===== config.mk =====
export PLATFORM = sky130hd
export DESIGN_NAME = rst_seq_ctrl
export DESIGN_NICKNAME = d
export VERILOG_FILES = /design/src/rtl/crg_pkg.sv /design/src/rtl/rst_seq_timer.sv /design/src/rtl/rst_seq_ctrl.sv
export SDC_FILE = /design/constraint.sdc
export NUM_CORES = 1
export LEC_CHECK = 0
export BUFFER_PORTS_ARGS = -buffer_cell sky130_fd_sc_hd__buf_2
export CORE_MARGIN = 2
export CORE_UTILIZATION = 55
export DETAILED_ROUTE_END_ITERATION = 12
export PLACE_DENSITY = 0.88
export SLEW_MARGIN = 40
export SYNTH_ARGS = -nofsm -noshare
export SYNTH_HDL_FRONTEND = slang
export SYNTH_SLANG_ARGS = --single-unit
export TNS_END_PERCENT = 10

===== constraint.sdc =====
create_clock -name ref_clk_i -period 5.1 [get_ports ref_clk_i]
set_input_delay 1.02 -clock ref_clk_i [delete_from_list [all_inputs] [get_ports ref_clk_i]]
set_output_delay 1.02 -clock ref_clk_i [all_outputs]
set_load 0.01 [all_outputs]

===== src/rtl/crg_pkg.sv =====
// rtl/crg_pkg.sv - shared clock/reset types for the reset sequencer
package crg_pkg;

  typedef enum logic [2:0] {
    ST_IDLE,
    ST_ASSERT,
    ST_HOLD,
    ST_RELEASE,
    ST_GAP,
    ST_DONE
  } rst_seq_state_e;

  // Counter must reach the larger of the two intervals without wrapping.
  function automatic int cnt_width(input int hold_cyc, input int gap_cyc);
    int m;
    m = (hold_cyc > gap_cyc) ? hold_cyc : gap_cyc;
    return (m < 1) ? 1 : $clog2(m + 1);
  endfunction

endpackage


===== src/rtl/rst_seq_timer.sv =====
// rtl/rst_seq_timer.sv - clearable saturating up-counter with terminal-count compare
module rst_seq_timer #(
  parameter int CW = 5
) (
  input  logic          ref_clk_i,
  input  logic          glob_arst_ni,
  input  logic          clr_i,
  input  logic          en_i,
  input  logic [CW-1:0] tc_i,
  output logic          tc_hit_o
);

  localparam logic [CW-1:0] CNT_MAX = '1;

  logic [CW-1:0] cnt_q, cnt_d;

  always_comb begin
    cnt_d = cnt_q;
    if (clr_i) begin
      cnt_d = '0;
    end else if (en_i && (cnt_q != CNT_MAX)) begin
      cnt_d = cnt_q + CW'(1);
    end
  end

  always_ff @(posedge ref_clk_i or negedge glob_arst_ni) begin
    if (!glob_arst_ni) begin
      cnt_q <= '0;
    end else begin
      cnt_q <= cnt_d;
    end
  end

  assign tc_hit_o = (cnt_q == tc_i);

endmodule


===== src/rtl/rst_seq_ctrl.sv =====
// rtl/rst_seq_ctrl.sv - ordered release of per-domain reset requests after a hold period
module rst_seq_ctrl
  import crg_pkg::*;
#(
  parameter int NUM_DOM  = 4,
  parameter int HOLD_CYC = 16,
  parameter int GAP_CYC  = 4
) (
  input  logic                     ref_clk_i,
  input  logic                     glob_arst_ni,
  input  logic                     sw_rst_req_i,
  output logic [NUM_DOM-1:0]       arst_req_o,
  output logic                     busy_o,
  output logic                     done_o,
  output logic [$clog2(NUM_DOM):0] rel_idx_o
);

  localparam int IW = $clog2(NUM_DOM) + 1;
  localparam int CW = cnt_width(HOLD_CYC, GAP_CYC);
  localparam logic [CW-1:0] HOLD_TC = CW'(HOLD_CYC - 1);
  localparam logic [CW-1:0] GAP_TC  = (GAP_CYC > 0) ? CW'(GAP_CYC - 1) : '0;
  localparam logic [IW-1:0] LAST_IDX = IW'(NUM_DOM - 1);

  rst_seq_state_e     state_q, state_d;
  logic [NUM_DOM-1:0] arst_q, arst_d;
  logic               busy_q, busy_d;
  logic               done_q, done_d;
  logic [IW-1:0]      rel_q, rel_d;

  logic          tmr_clr, tmr_en, tmr_hit;
  logic [CW-1:0] tmr_tc;

  rst_seq_timer #(.CW(CW)) u_timer (
    .ref_clk_i    (ref_clk_i),
    .glob_arst_ni (glob_arst_ni),
    .clr_i        (tmr_clr),
    .en_i         (tmr_en),
    .tc_i         (tmr_tc),
    .tc_hit_o     (tmr_hit)
  );

  always_comb begin
    state_d = state_q;
    arst_d  = arst_q;
    rel_d   = rel_q;
    done_d  = (state_q == ST_DONE);
    tmr_clr = 1'b0;
    tmr_en  = 1'b0;
    tmr_tc  = (state_q == ST_GAP) ? GAP_TC : HOLD_TC;

    case (state_q)
      ST_IDLE: begin
        arst_d = '0;
        if (sw_rst_req_i) state_d = ST_ASSERT;
      end
      ST_ASSERT: begin
        if (!sw_rst_req_i) state_d = ST_HOLD;
      end
      ST_HOLD: begin
        tmr_en = 1'b1;
        if (tmr_hit) begin
          state_d = ST_RELEASE;
          tmr_clr = 1'b1;
        end
      end
      ST_RELEASE: begin
        for (int i = 0; i < NUM_DOM; i++) begin
          if (rel_q == IW'(i)) arst_d[i] = 1'b0;
        end
        rel_d = rel_q + IW'(1);
        if (rel_q == LAST_IDX) begin
          state_d = ST_DONE;
        end else if (GAP_CYC == 0) begin
          state_d = ST_RELEASE;
        end else begin
          state_d = ST_GAP;
        end
      end
      ST_GAP: begin
        tmr_en = 1'b1;
        if (tmr_hit) begin
          state_d = ST_RELEASE;
          tmr_clr = 1'b1;
        end
      end
      ST_DONE: begin
        state_d = ST_IDLE;
      end
      default: begin
        state_d = ST_IDLE;
      end
    endcase

    if (sw_rst_req_i && (state_q inside {ST_HOLD, ST_RELEASE, ST_GAP, ST_DONE})) begin
      state_d = ST_ASSERT;
    end

    // Entering or sitting in ASSERT re-arms every domain on that same edge.
    if ((state_d == ST_ASSERT) || (state_q == ST_ASSERT)) begin
      arst_d  = '1;
      rel_d   = '0;
      tmr_clr = 1'b1;
      tmr_en  = 1'b0;
    end

    busy_d = !((state_q == ST_IDLE) && (state_d == ST_IDLE));
  end

  always_ff @(posedge ref_clk_i or negedge glob_arst_ni) begin
    if (!glob_arst_ni) begin
      state_q <= ST_HOLD;
      arst_q  <= '1;
      busy_q  <= 1'b1;
      done_q  <= 1'b0;
      rel_q   <= '0;
    end else begin
      state_q <= state_d;
      arst_q  <= arst_d;
      busy_q  <= busy_d;
      done_q  <= done_d;
      rel_q   <= rel_d;
    end
  end

  assign arst_req_o = arst_q;
  assign busy_o     = busy_q;
  assign done_o     = done_q;
  assign rel_idx_o  = rel_q;

endmodule


### After elaboration in Yosys (flattened, before gate mapping)

Cells that the tools add are included.

* logic and storage cells: 65
* input bits: 3
* register bits after elaboration: 17
* output and inout bits: 9

* reductions and logical operators: 17
* equal/unequal tests: 15
* muxes and demuxes: 22
* $add $sub $neg: 2

Operator list (number)
* 2-to-1 mux 3 bit: 6
* equality test 3 x 2 -> 1 bit, second input constant: 4
* != test 3 x 2 -> 1 bit, second input constant: 4
* case mux 3 bit (4 select lines): 1
* 2-to-1 mux 1 bit: 10
* 2-to-1 mux 5 bit: 2
* equality test 3 x 1 -> 1 bit, second input constant: 3
* zero test 3 bit: 3
* 2-to-1 mux 4 bit: 2
* case mux 4 bit (2 select lines): 1
* AND reduction 2 bit: 4
* equality test 3 bit, second input constant: 2
* adder 5 x 1 -> 5 bit, second input constant: 1
* equality test 5 x 4 -> 1 bit: 1
* != test 5 bit, second input constant: 1
* nonzero test 2 bit: 2
* nonzero test 4 bit: 1
* adder 3 x 1 -> 3 bit, second input constant: 1
* logical AND 1 bit: 3
* nonzero test 3 bit: 1
* OR reduction 2 bit: 1
* zero test 1 bit: 1
* logical OR 1 bit: 1

### Longest topological paths before layout

Gate-level depths: netlist (run 1).

* depth after elaboration: 12
* depth in mapped cells: 7
* mapped depth without buffers: 7

### By module

A second synthesis (run 1) with hierarchy kept.

* cells, all modules: 106
* area, all modules: 1036.0 um^2

By module, submodules not included
* rst_seq_ctrl: area an instance 724.4 um^2, cells each 74, instances 1, seq. area each 307.8 um^2
* rst_seq_timer: area an instance 311.5 um^2, cells each 32, instances 1, seq. area each 125.1 um^2

### Worst setup path before layout (run 1)

OpenSTA, ideal clock, no wires.

* path type: input -> register
* start: input sw_rst_req_i
* end: register u_timer.cnt_q[0]
* arrival time: 1.589 ns
* setup slack: 3.384 ns
* path buffers: 0
* setup time: 0.127 ns
* stages on the path: 4
* path through: inv_1 > a22o_1 > a32oi_4 > nor2_1

* word-level cells in the longest chain between the ends: 8
* elaborated cells between the ends (all ways): 12
* classes of those cells: eq/ne: 1; mux: 7; reduce/logical: 4

RTL lines
* start: declaration: RTL line rst_seq_ctrl.sv:11 `input logic sw_rst_req_i,`
* 2-to-1 mux 3 bit, on equally long branches: RTL line rst_seq_ctrl.sv:57, rst_seq_ctrl.sv:54
* case mux 3 bit (4 select lines): RTL line rst_seq_ctrl.sv:51 `case (state_q)`
* 2-to-1 mux 3 bit (*): RTL line rst_seq_ctrl.sv:94 `if (sw_rst_req_i && (state_q inside {ST_HOLD, ST_RELEASE, ST_GAP, ST_DONE})) begin`
* equality test 3 x 1 -> 1 bit (*): RTL line rst_seq_ctrl.sv:99 `if ((state_d == ST_ASSERT) || (state_q == ST_ASSERT)) begin`
* logical OR 1 bit (*): RTL line rst_seq_ctrl.sv:99
* 2-to-1 mux 1 bit: RTL line rst_seq_ctrl.sv:99
* logical AND 1 bit: RTL line rst_seq_timer.sv:21 `end else if (en_i && (cnt_q != CNT_MAX)) begin`
* nonzero test 2 bit (no source line)
* end signal: assignment: RTL line rst_seq_timer.sv:30 `cnt_q <= cnt_d;`
* end: declaration: RTL line rst_seq_timer.sv:15 `logic [CW-1:0] cnt_q, cnt_d;`

Mark *: on every way between the ends. The rest lies on a longest branch, timed or not.
A chain may end at the register's enable or synchronous reset.

### Worst setup path after layout (run 1)

* start: register arst_q[3], in the netlist arst_req_o[3]
* end: output arst_req_o[3]

RTL lines
* start: declaration: RTL line rst_seq_ctrl.sv:25 `logic [NUM_DOM-1:0] arst_q, arst_d;`
* start signal: assignment: RTL line rst_seq_ctrl.sv:118 `arst_q <= arst_d;`
* end: declaration: RTL line rst_seq_ctrl.sv:12 `output logic [NUM_DOM-1:0] arst_req_o,`

No word-level cell between the ends.

==> impl_metrics.toml, run 1 <==
[die]
coreArea_um2 = 1730
fp.dieH_um = 47.0
rows = 15
die_w_um = 47.0
initial_core_util_pct = 58.8
die_area_um2 = 2200
io-pin-count = 12

[cells_and_area]
multi_input_area_um2 = 537
nNetsFinal = 122
diodes = 0
area_growth_pct = 8.14
stdcell_area_um2 = 1100
final_layout_size_suffix_gt1_share_pct = 23.4
fillers = 153
regArea_um2 = 433

[sta]
tightest_slew_ns = 0.524
drv_slew = 0
slew_headroom_pct = 65.1
min_period_over_period_pct = 38.7
fin_tns_setup_ns = 0
hold_violations = 0
fmax_mhz = 506
finClkSkew_ns = 0.00181
finalSetupViolCount = 0
rsz0062_at_grt = "false"
final.min_clock_period_ns = 1.98

[worst_setup_path]
path_buf_inv = 1
slowest_delay_ns = 0.54
cp_top_family = "flip-flops"
worstPathArrival_ns = 0.96
crit_slowest_cell = "dfstp_2"
rrSetupSlack_ns = 3.30
startpoint_type = "register"
path_cells = "buf_2"
endpoint_kind = "primary output"
r2r_end = "u_timer.cnt_q[2]"
path_max_fanout = 2
critPathKind = "reg2out"
worstPathRequired_ns = 4.08
worstRegToRegCells = 5
r2r_start = "u_timer.cnt_q[0]"

[grt]
grt_pass1_wl_mm = 2.88
grtUsageTotal_pct = 18.9
grt_pass1_vias = 622
antenna_found_initial = 0
overflow = 0
grt_max_degree = 23

[synth]
yosysMostFrequentCell = "dfrtp_1"
ys_async_sr_fraction_pct = 100
synthTopCellsByArea = "dfrtp_1 (27%), dfstp_2 (16%), ha_1 (8.6%)"
synth_edf_count = 0
yosysSeqAreaShare_pct = 42.7
synthTopCellsByCount = "dfrtp_1 (11), nor2_1 (9), nand2_1 (8)"
postSynthAreaPerCell_um2 = 10.0
syn_inst = 101
synth_flop_cell = "dfrtp_1"
synth.top_cell.area_share_pct = 27.1
syn_area_um2 = 1010
synth.largest_area_cell = "dfrtp_1"
synth_warnings = 0
syn_nets = 111
synth_cell_type_count = 34
ys_seq_elements = 17

[outcome]
status = "finished clean"

[min_path]
min-delay-start = "arst_req_o[2]"
min_path_type = "reg2reg"
hold_path_end = "arst_req_o[2]"
min_delay_path_depth = 2

[routing]
vias = 766
wl_mm = 1.87
drc = 0
wl_per_cell_um = 13.7
drtIter0Drc = 12
drt-vias-per-instance = 5.63
first_pass_iters = 4
ant_nets = 0

[clocking]
cts_buffers = 3
cts_setup_buffers = 0
htreeDepth = 1
clkLatencyLatePin_ns = 0.29
root_buffer = "clkbuf_4"
numClockSinks = 17
cts_buffer_depth = 2
cts_tree = "built"
clkSlewWorstSetupHoldPaths_ns = 0.09
cts_resized = 0
ctsHoldBuffers = 0

[placement]
gp_congestion = 0.767
dpl_cell_area_um2 = 1070
io_buffers = 11
post-dp-hpwl_mm = 1.33

[power]
peakVddDrop_v = 0.000223
p_leak_nw = 0.497
total_power_w = 0.000267
power_density_nw_per_um2 = 244

[job]
drv_cap = 0
-- layer usage --
metal | wire length (µm) | global-route usage, %
met5 | 0 | 0
met4 | 13 | 6.11
met3 | 80 | 5.77
met1 | 901 | 29.2
met2 | 872 | 24.9
-- worst max-delay path by stage --
stage	from	to	slack, ns	cells after the start
6_report	arst_req_o[3]	arst_req_o[3]	3.12	1
5_1_grt	arst_req_o[1]	arst_req_o[1]	3.08	1
4_1_cts	arst_req_o[1]	arst_req_o[1]	3.11	1
3_5_place_dp	sw_rst_req_i	u_timer.cnt_q[2]	3.10	5
3_3_place_gp	sw_rst_req_i	u_timer.cnt_q[0]	3.14	5
2_1_floorplan	sw_rst_req_i	u_timer.cnt_q[0]	3.38	4
-- layout by cell type (no fill, tap or decap), drive strengths merged, types with 2 or more instances in the layout --
master	count
nor3b	2
xor2	4
nand3	5
nor2b	3
o21a	2
a21oi	5
buf	11
and3	3
ha	7
dfrtp	11
dfstp	6
inv	4
a21boi	3
nand2	8
a32o	2
clkbuf	4
a22o	4
o21ai	7
nor2	9
-- per-stage QoR --
step | cells | setup WS, ns | util (%) | hold slack [ns]
global placement | 132 | 3.14 | 62.0 | 0.470
finish | 136 | 3.12 | 63.6 | 0.496
CTS | 136 | 3.11 | 63.6 | 0.502
global route | 136 | 3.08 | 63.6 | 0.543
floorplan | 101 | 3.38 | - | 0.463
detailed placement | 132 | 3.10 | 62.0 | 0.483
-- flip-flops by register name, indices dropped and copies added, names as in the netlist --
register       cells
state_q            3
arst_req_o         4
busy_o             1
rel_idx_o          3
done_o             1
u_timer.cnt_q      5
-- kinds of logic after synthesis --
group                    count (synthesis)  synth area share (%)
buffers and inverters                    9                  4.44
AO/OA/AOI/OAI                           27                  20.2
XOR/XNOR                                 4                  3.45
flip-flops                              17                  42.7
AND/OR/NAND/NOR                         37                  20.6
adder cells (fa/ha/maj)                  7                  8.63
-- power breakdown --
| group | switching (W) | internal, W | total (W) | leakage [nW] |
|---|---|---|---|---|
| combinational | 0.0000240 | 0.0000165 | 0.0000405 | 0.268 |
| sequential | 0.0000107 | 0.000145 | 0.000156 | 0.214 |
| clock | 0.0000405 | 0.0000305 | 0.0000710 | 0.0150 |
| total | 0.0000752 | 0.000192 | 0.000267 | 0.497 |
-- cell type report --
| cell class | instances | area share [%] |
|---|---|---|
| clock buffer | 4 | 2.39 |
| timing repair buffer | 11 | 5.02 |
| tap | 25 | 2.85 |
| multi-input combinational | 75 | 48.9 |
| sequential | 17 | 39.5 |
| inverter | 4 | 1.37 |
No activity file was read; power rests on OpenSTA's default activity.
==> run 2: changes to the inputs <==
- CORE_UTILIZATION: 55 -> 50
- PLACE_DENSITY: 0.88 -> 0.85
- clock period: 5.1 -> 1.65 ns (I/O delays scaled with it)
==> impl_metrics.toml, run 2 (synthesis results as in run 1) <==
[outcome]
status = "finished, violations left"
violations = "negative setup slack"

[die]
die_area_um2 = 2410
io-pin-count = 12
rows = 16
fp.dieH_um = 49.1
die_w_um = 49.1
coreArea_um2 = 1940
initial_core_util_pct = 52.3

[power]
p_leak_nw = 0.582
p_switching_w = 0.000240
peakVddDrop_v = 0.000438
power_density_nw_per_um2 = 694
p_int_w = 0.000615
p_seq_share_pct = 54.4
swShare_pct = 28.1
pwr-share-clk_pct = 26.2
p_comb_share_pct = 19.4
total_power_w = 0.000855

[cells_and_area]
nNetsFinal = 138
diodes = 0
stdcell_count = 154
mostFrequentLayoutCells = "buf_4 (15), dfrtp_1 (11), buf_2 (11), nand2_1 (8), nor2_1 (8)"
largest-register = "u_timer.cnt_q"
layout_commonest_cell = "buf_4"
final_layout_size_suffix_gt1_share_pct = 35.4
area_growth_pct = 21.5
largest_reg_flops = 5
final_util_pct = 63.5

[sta]
hold_ws_ns = 0.345
final.min_clock_period_ns = 1.73
fin_tns_setup_ns = -0.367
tightest_slew_ns = 0.414
hold_violations = 0
finalSetupViolCount = 5
finClkSkew_ns = 0.00472
drv_slew = 0
setup_ws_ns = -0.0799
slew_headroom_pct = 72.3
min_period_over_period_pct = 105
rsz0062_at_grt = "true"
fmax_mhz = 578

[routing]
drt-vias-per-instance = 5.55
wl_met3_um = 60
wirelength_met1_um = 874
dr.max_layer_used = "met4"
vias = 855
ant_nets = 0
drc = 0
first_pass_iters = 4
wl_mm = 2.15
wl_per_cell_um = 13.9
wl_met2_mm = 1.12
drtIter0Drc = 9

[worst_setup_path]
path_max_fanout = 5
worstPathArrival_ns = 1.91
critPathKind = "reg2reg"
crit_slowest_cell = "or4b_4"
r2r_start = "u_timer.cnt_q[1]"
endpoint_kind = "register"
worstRegToRegCells = 5
startpoint_type = "register"
path_cells = "ha_2 -> or4b_4 -> a32o_2 -> a32oi_4 -> a21oi_1"
worstPathRequired_ns = 1.83
slowest_delay_ns = 0.47
path_buf_inv = 0
rrSetupSlack_ns = -0.08
cp_top_family = "compound AO/OA/AOI/OAI gates"
r2r_end = "u_timer.cnt_q[4]"

[placement]
io_buffers = 11
post-dp-hpwl_mm = 1.61
gp_congestion = 0.835
dp_cells = 147

[grt]
overflow = 0
grt_pass1_wl_mm = 3.73
grt_pass1_vias = 872
antenna_found_initial = 0
grtUsageTotal_pct = 20.4
grt_max_degree = 18

[min_path]
min-delay-start = "sw_rst_req_i"
min_path_type = "in2reg"
hold_path_end = "rel_idx_o[0]"
min_delay_path_depth = 2

[clocking]
root_buffer = "clkbuf_4"
cts_buffer_depth = 2
cts_tree = "built"
numClockSinks = 17
cts_buffers = 3
clkLatencyLatePin_ns = 0.29
htreeDepth = 1
clkSlewWorstSetupHoldPaths_ns = 0.10

[job]
drv_cap = 0
[run 2: worst max path at each step]
stage	start	to	slack, ns	cells past startpoint
CTS	u_timer.cnt_q[0]	u_timer.cnt_q[4]	-0.08	5
global route	u_timer.cnt_q[1]	u_timer.cnt_q[4]	-0.18	5
finish	u_timer.cnt_q[1]	u_timer.cnt_q[4]	-0.08	5
global placement	u_timer.cnt_q[1]	u_timer.cnt_q[1]	-0.03	5
detailed placement	u_timer.cnt_q[1]	u_timer.cnt_q[1]	-0.11	5
floorplan	u_timer.cnt_q[0]	u_timer.cnt_q[1]	-0.02	5
[run 2: power groups by stage]
stage,Combinational [W],Clock (W),Sequential [W]
floorplan,0.0000986,0,0.000476
global placement,0.000158,0,0.000472
detailed placement,0.000164,0,0.000473
CTS,0.000167,0.000235,0.000466
global route,0.000184,0.000256,0.000469
finish,0.000166,0.000224,0.000465
[run 2: area by class of cell]
type / count / area [µm²]
Clock buffer: 4 / 26.3
Fill cell: 184 / 709
Inverter: 4 / 15.0
Multi-Input combinational cell: 75 / 547
Sequential cell: 17 / 433
Tap cell: 27 / 33.8
Timing Repair Buffer: 27 / 178
[run 2: repair_timing]
action                                 CTS  global route
endpoints found under the hold margin   11             0
setup buffers                            2             0
hold buffers                             1             0
pin swaps                                1             0
setup endpoints to repair                5             6
gates resized for setup                  0             2
[run 2: worst register-to-register path, stage by stage, from the launching register on]
cell and delay (ns):
dfrtp_1 0.38, ha_2 0.20, or4b_4 0.47, a32o_2 0.28
a32oi_4 0.21, a21oi_1 0.07
[run 2: per-layer routing]
layer  vias to the layer above  GRT usage (%)
met3                        10           3.37
met2                        19           36.8
met4                         0           13.3
met5                         -              0
li1                        412              -
met1                       414           21.8
[run 2: per-stage QoR]
step                setup slack (ns)  cell area [µm²]
floorplan                    -0.0154             1020
global placement             -0.0278             1170
detailed placement            -0.107             1170
CTS                          -0.0804             1230
global route                  -0.184             1230
finish                       -0.0799             1230
